$ cat src/rtl/registro_datos_rtc.sv
// registro_datos_rtc
// Collects the nine bytes of one RTC read frame into a shadow copy and
// loads all nine committed outputs together once every field has been
// captured. Incomplete frames are aborted when the read window closes or
// when captures stop for TIMEOUT_CICLOS cycles.
//
// Optional feature: define BCD_CHECK_EN to reject frames that contain a
// byte with a nibble above 9. A rejected frame pulses error_bcd instead of
// dato_nuevo and leaves the committed values untouched.
//
// Ports:
//   clk, reset        system clock, synchronous active-high reset
//   lectura_activa    read-frame window from the read sequencer
//   rd                active-low RTC read strobe
//   dato_rtc[7:0]     RTC AD bus, valid while rd is low
//   dat_sel[8:0]      one-hot field select
//                     {hora_tim,min_tim,seg_tim,anio,mes,dia,hora,min,seg}
//   seg..hora_tim     committed BCD values
//   dato_nuevo        one-cycle pulse when a frame is committed
//   frame_abortado    one-cycle pulse when a frame is aborted
//   error_bcd         one-cycle pulse when a frame is rejected
//   timer_cero        committed seg_tim, min_tim and hora_tim all zero
module registro_datos_rtc #(
  parameter int TIMEOUT_CICLOS = 512
) (
  input  logic       clk,
  input  logic       reset,
  input  logic       lectura_activa,
  input  logic       rd,
  input  logic [7:0] dato_rtc,
  input  logic [8:0] dat_sel,
  output logic [7:0] seg,
  output logic [7:0] min,
  output logic [7:0] hora,
  output logic [7:0] dia,
  output logic [7:0] mes,
  output logic [7:0] anio,
  output logic [7:0] seg_tim,
  output logic [7:0] min_tim,
  output logic [7:0] hora_tim,
  output logic       dato_nuevo,
  output logic       frame_abortado,
  output logic       error_bcd,
  output logic       timer_cero
);

  localparam int CW = $clog2(TIMEOUT_CICLOS + 1);
  localparam logic [CW-1:0] CNT_MAX = CW'(TIMEOUT_CICLOS);

  typedef enum logic [1:0] {IDLE, CAPTURA, COMMIT} estado_t;

  estado_t       estado;
  estado_t       estado_sig;
  logic [7:0]    dato_q;
  logic          rd_q;
  logic [8:0]    mask;
  logic [CW-1:0] cnt;
  logic [7:0]    shadow [9];
  logic [7:0]    salida [9];

  logic sel_onehot;
  logic captura;
  logic mask_llena;
  logic abortar;
  logic entrar;
  logic commit;
  logic carga;

  // State register
  always_ff @(posedge clk) begin
    if (reset) estado <= IDLE;
    else       estado <= estado_sig;
  end

  // Next-state logic; a full mask wins over an abort in the same cycle
  always_comb begin
    estado_sig = estado;
    case (estado)
      IDLE:    if (lectura_activa) estado_sig = CAPTURA;
      CAPTURA: begin
        if (mask_llena)   estado_sig = COMMIT;
        else if (abortar) estado_sig = IDLE;
      end
      COMMIT:  estado_sig = IDLE;
      default: estado_sig = IDLE;
    endcase
  end

  // Control decode. A capture is the rising edge of rd; the byte is taken
  // from dato_q, i.e. the value the bus held while rd was still low.
  always_comb begin
    sel_onehot = (dat_sel != 9'd0) && ((dat_sel & (dat_sel - 9'd1)) == 9'd0);
    mask_llena = (mask == 9'h1FF);
    entrar     = (estado == IDLE) && lectura_activa;
    captura    = (estado == CAPTURA) && rd && !rd_q && sel_onehot;
    abortar    = (estado == CAPTURA) && !mask_llena &&
                 (!lectura_activa || (cnt == CNT_MAX));
    commit     = (estado == COMMIT);
  end

  // Input registers and frame bookkeeping
  always_ff @(posedge clk) begin
    if (reset) begin
      dato_q <= 8'h00;
      rd_q   <= 1'b1;
      mask   <= 9'd0;
      cnt    <= '0;
      for (int i = 0; i < 9; i++) shadow[i] <= 8'h00;
    end else begin
      dato_q <= dato_rtc;
      rd_q   <= rd;
      if (entrar) begin
        mask <= 9'd0;
        cnt  <= '0;
      end else if (estado == CAPTURA) begin
        if (captura) begin
          mask <= mask | dat_sel;
          cnt  <= '0;
          for (int i = 0; i < 9; i++)
            if (dat_sel[i]) shadow[i] <= dato_q;
        end else if (cnt != CNT_MAX) begin
          cnt <= cnt + CW'(1);
        end
      end
    end
  end

`ifdef BCD_CHECK_EN
  logic invalido;

  // Sticky per-frame flag: any captured byte with a non-decimal nibble
  always_ff @(posedge clk) begin
    if (reset)
      invalido <= 1'b0;
    else if (entrar)
      invalido <= 1'b0;
    else if (captura && ((dato_q[7:4] > 4'd9) || (dato_q[3:0] > 4'd9)))
      invalido <= 1'b1;
  end

  assign carga = commit && !invalido;

  always_ff @(posedge clk) begin
    if (reset) error_bcd <= 1'b0;
    else       error_bcd <= commit && invalido;
  end
`else
  assign carga     = commit;
  assign error_bcd = 1'b0;
`endif

  // Committed registers load together so readers never see a mixed frame
  always_ff @(posedge clk) begin
    if (reset) begin
      for (int i = 0; i < 9; i++) salida[i] <= 8'h00;
      dato_nuevo     <= 1'b0;
      frame_abortado <= 1'b0;
    end else begin
      if (carga)
        for (int i = 0; i < 9; i++) salida[i] <= shadow[i];
      dato_nuevo     <= carga;
      frame_abortado <= abortar;
    end
  end

  assign seg      = salida[0];
  assign min      = salida[1];
  assign hora     = salida[2];
  assign dia      = salida[3];
  assign mes      = salida[4];
  assign anio     = salida[5];
  assign seg_tim  = salida[6];
  assign min_tim  = salida[7];
  assign hora_tim = salida[8];

  // Derived from the committed timer only, never from the shadow copy
  assign timer_cero = (salida[6] == 8'h00) && (salida[7] == 8'h00) &&
                      (salida[8] == 8'h00);

endmodule

$ cat config.mk
export PLATFORM = sky130hd
export DESIGN_NAME = registro_datos_rtc
export DESIGN_NICKNAME = d
export VERILOG_FILES = /design/src/rtl/registro_datos_rtc.sv
export SDC_FILE = /design/constraint.sdc
export NUM_CORES = 1
export LEC_CHECK = 0
export CELL_PAD_IN_SITES_DETAIL_PLACEMENT = 1
export CELL_PAD_IN_SITES_GLOBAL_PLACEMENT = 1
export CORE_MARGIN = 3
export CORE_UTILIZATION = 25
export CTS_CLUSTER_SIZE = 28
export DETAILED_ROUTE_END_ITERATION = 8
export PLACE_DENSITY = 0.55
export SETUP_SLACK_MARGIN = 0.4
export SKIP_LAST_GASP = 1
export SLEW_MARGIN = 20
export SYNTH_ARGS = -nofsm -noshare
export SYNTH_HDL_FRONTEND = slang
export SYNTH_SLANG_ARGS = --single-unit
$ cat constraint.sdc
create_clock -name clk -period 3.5 [get_ports clk]
set_input_delay 0.525 -clock clk [delete_from_list [all_inputs] [get_ports clk]]
set_output_delay 0.525 -clock clk [all_outputs]
set_load 0.02 [all_outputs]
==> impl_metrics.tcl <==
set metrics [dict create \
    r2r_start "estado[1]" \
    post-route-period-util_pct 79.0 \
    holdBufCountCts 0 \
    die-area_um2 28000 \
    grt_util_met3_pct 3.23 \
    leakagePower_nw 2.92 \
    tns_ns 0 \
    final_max_slew_viol_count 0 \
    grtUsageMet1_pct 14.9 \
    synthCells 409 \
    synth-edff-count 144 \
    setup_viol 0 \
    ff2ff_setup_slack_ns 1.01 \
    antenna_cells 0 \
    start_util_pct 25.6 \
    power.density_nw_per_um2 531 \
    max_freq_mhz 362 \
    whs_endpoint "mask[6]" \
    p_int_mw 3.47 \
    clock_power_share_pct 41.8 \
    synth_warnings 0 \
    syn-cell-area_um2 6510 \
    rsz0062_at_grt "no" \
    cts_resized 0 \
    critical_path.max_fanout 17 \
    postRouteAntennaNets 0 \
    core_area_um2 25400 \
    cts-htree-levels 4 \
    numPortBuffers 95 \
    synth_seq_cells 176 \
    crit_type "in2reg" \
    p_sw_mw 1.06 \
    grt_pass1_vias 3853 \
    io-pin-count 97 \
    num_vias 3625 \
    fill_cells 2646 \
    drt_wl_total_um 14800 \
    grt_pass1_wl_um 23000 \
    hold_viol_final 0 \
    yosysTopAreaCellShare_pct 66.4 \
    path_cells "clkdlybuf4s50_1, maj3_1, o31ai_2, o311a_2, and4_1" \
    maxSlewHeadroom_pct 46.6 \
    layout_min_cycle_time_ns 2.76 \
    nNetsFinal 545 \
    use_met2_pct 16.0 \
    via_per_inst 4.19 \
    synth_area_per_cell_um2 15.9 \
    numCtsBuffers 17 \
    busiest_layer "met2" \
    irDropWorstVdd_v 0.000303 \
    synth_cell_types 46 \
    synth_top_cell_by_area "edfxtp_1" \
    dpl.hpwl_um 10300 \
    synthTopCellsByArea "edfxtp_1 66%, dfxtp_1 9.8%, and2_1 6.9%" \
    p_comb_share_pct 6.2 \
    whs_path_depth 2 \
    worst_r2r_path_depth 4 \
    gp_congestion 0.758 \
    min_from "mask[6]" \
    drc 0 \
    seqPwrFrac_pct 52.1 \
    synth_flop_cell "edfxtp_1" \
    wl_per_cell_um 17.1 \
    utilization_pct 33.5 \
    critical_path_required_ns 3.65 \
    worst_slew_pin_slew_ns 0.797 \
    firstDrtPassIters 4 \
    cp.arrival_ns 2.91 \
    hp-class "reg2reg" \
    cts_tree "yes" \
    ys_seq_area_share_pct 76.3 \
    postSynth.asyncResetShare_pct 0 \
    finalPower_mw 4.52 \
    cp_slowest_cell "and4_1" \
    cts_max_path_buffers 2 \
    cts.sink_count 176 \
    final_common_cell "edfxtp_1" \
    clockRootBuffer "clkbuf_16" \
    most-common-layout-cells "144 x edfxtp_1, 95 x clkdlybuf4s50_1, 72 x and2_1" \
    row_count 58 \
    synth_nets 432 \
    die_width_um 167 \
    max_stage_delay_ns 0.61 \
    die_h_um 167 \
    hold_ws_ns 0.464 \
    r2r_end "shadow[0][37]" \
    p_sw_share_pct 23.4 \
    drt-initial-drc-count 257 \
    status "completed" \
    cp-end-kind "flop" \
    clk_pin_slew_ns 0.07 \
    clock_skew_ns 0.00941 \
    cts_setup_buffers 0 \
    drive_gt1_share_pct 11.6 \
    grt_util_all_layers_pct 10.8 \
    grt_max_degree 73 \
    clock_latency_ns 0.43 \
    maxCapViolCount 0 \
    antenna_found_initial 0 \
    crit_path_start_kind "primary input" \
    grt_remaining_overflow 0 \
    syn_to_final_growth_pct 30.8 \
]
registers in the layout, indices dropped and copies added, names as in the netlist:
name / flops
frame_abortado: 1
estado: 2
salida: 72
cnt: 10
dato_q: 8
dato_nuevo: 1
shadow: 72
mask: 9
rd_q: 1
through the flow:
stage                     instance area [um^2]  setup slack, ns  cells
after floorplan                           6510            0.766    409
after global placement                    7920            0.227    833
after detailed placement                  7920           0.0322    833
after CTS                                 8510            0.485    865
after global routing                      8510            0.595    865
final                                     8510            0.737    865
power by group through the flow:
stage                     registers, mW  logic, mW  clock network (mW)
after CTS                          2.36      0.284                1.93
after global placement             2.40      0.278                   0
after detailed placement           2.40      0.284                   0
after floorplan                    2.45     0.0681                   0
after global routing               2.36      0.297                2.03
final                              2.35      0.280                1.89
synth_stat cells (5+ instances only):
cell type  number
nor3_1          7
and4_1          8
a211oi_1        9
nor2_1          5
o31ai_1        16
xnor2_1         8
clkbuf_1       10
edfxtp_1      144
nand2_1        21
inv_1           6
dfxtp_1        32
and2_1         72
nor4_1          8
nor2b_1        11
nand4_1         5
routing by layer:
| metal | wire length [um] | share of wire (%) |
|---|---|---|
| met5 | 0 | 0 |
| met4 | 211 | 1.4 |
| met3 | 681 | 4.6 |
| met2 | 6650 | 45 |
| met1 | 7280 | 49 |
final cells by class:
type / instances / area (um^2) / share of cell area [%]
multi-input combinational: 209 / 1430 / 16.8
sequential: 176 / 4960 / 58.3
clock inverter: 15 / 168 / 1.97
inverter: 6 / 22.5 / 0.265
tap: 330 / 413 / 4.85
timing repair buffer: 112 / 1090 / 12.8
clock buffer: 17 / 425 / 5.00
critical path, delay by kind of cell:
kind,cells,cell delay (ns)
compound gates,2,0.85
simple gates,1,0.61
buf+inv,1,0.49
fa+ha+maj,1,0.42
cells by family (layout without fill, tap and decap cells):
kind of cell	Yosys count	count (layout)	share of synthesized area (%)
muxes	1	1	0.154
and+or+nand+nor	158	158	15.2
buffers and inverters	24	150	1.98
AOI/OAI and AO/OA	36	36	4.46
DFF	176	176	76.3
xor gates and xnor gates	10	10	1.35
adders and majority gates	3	3	0.538
other	1	1	0.0576
worst max path at each step:
stage	to	start	cells past startpoint
floorplan	shadow[0][0]	dat_sel[2]	5
global placement	shadow[0][51]	dat_sel[2]	5
detailed placement	shadow[0][55]	dat_sel[2]	5
CTS	shadow[0][51]	dat_sel[2]	5
global route	shadow[0][37]	dat_sel[2]	5
finish	shadow[0][37]	dat_sel[2]	5
Note: power is estimated with default switching activity, not from simulation.
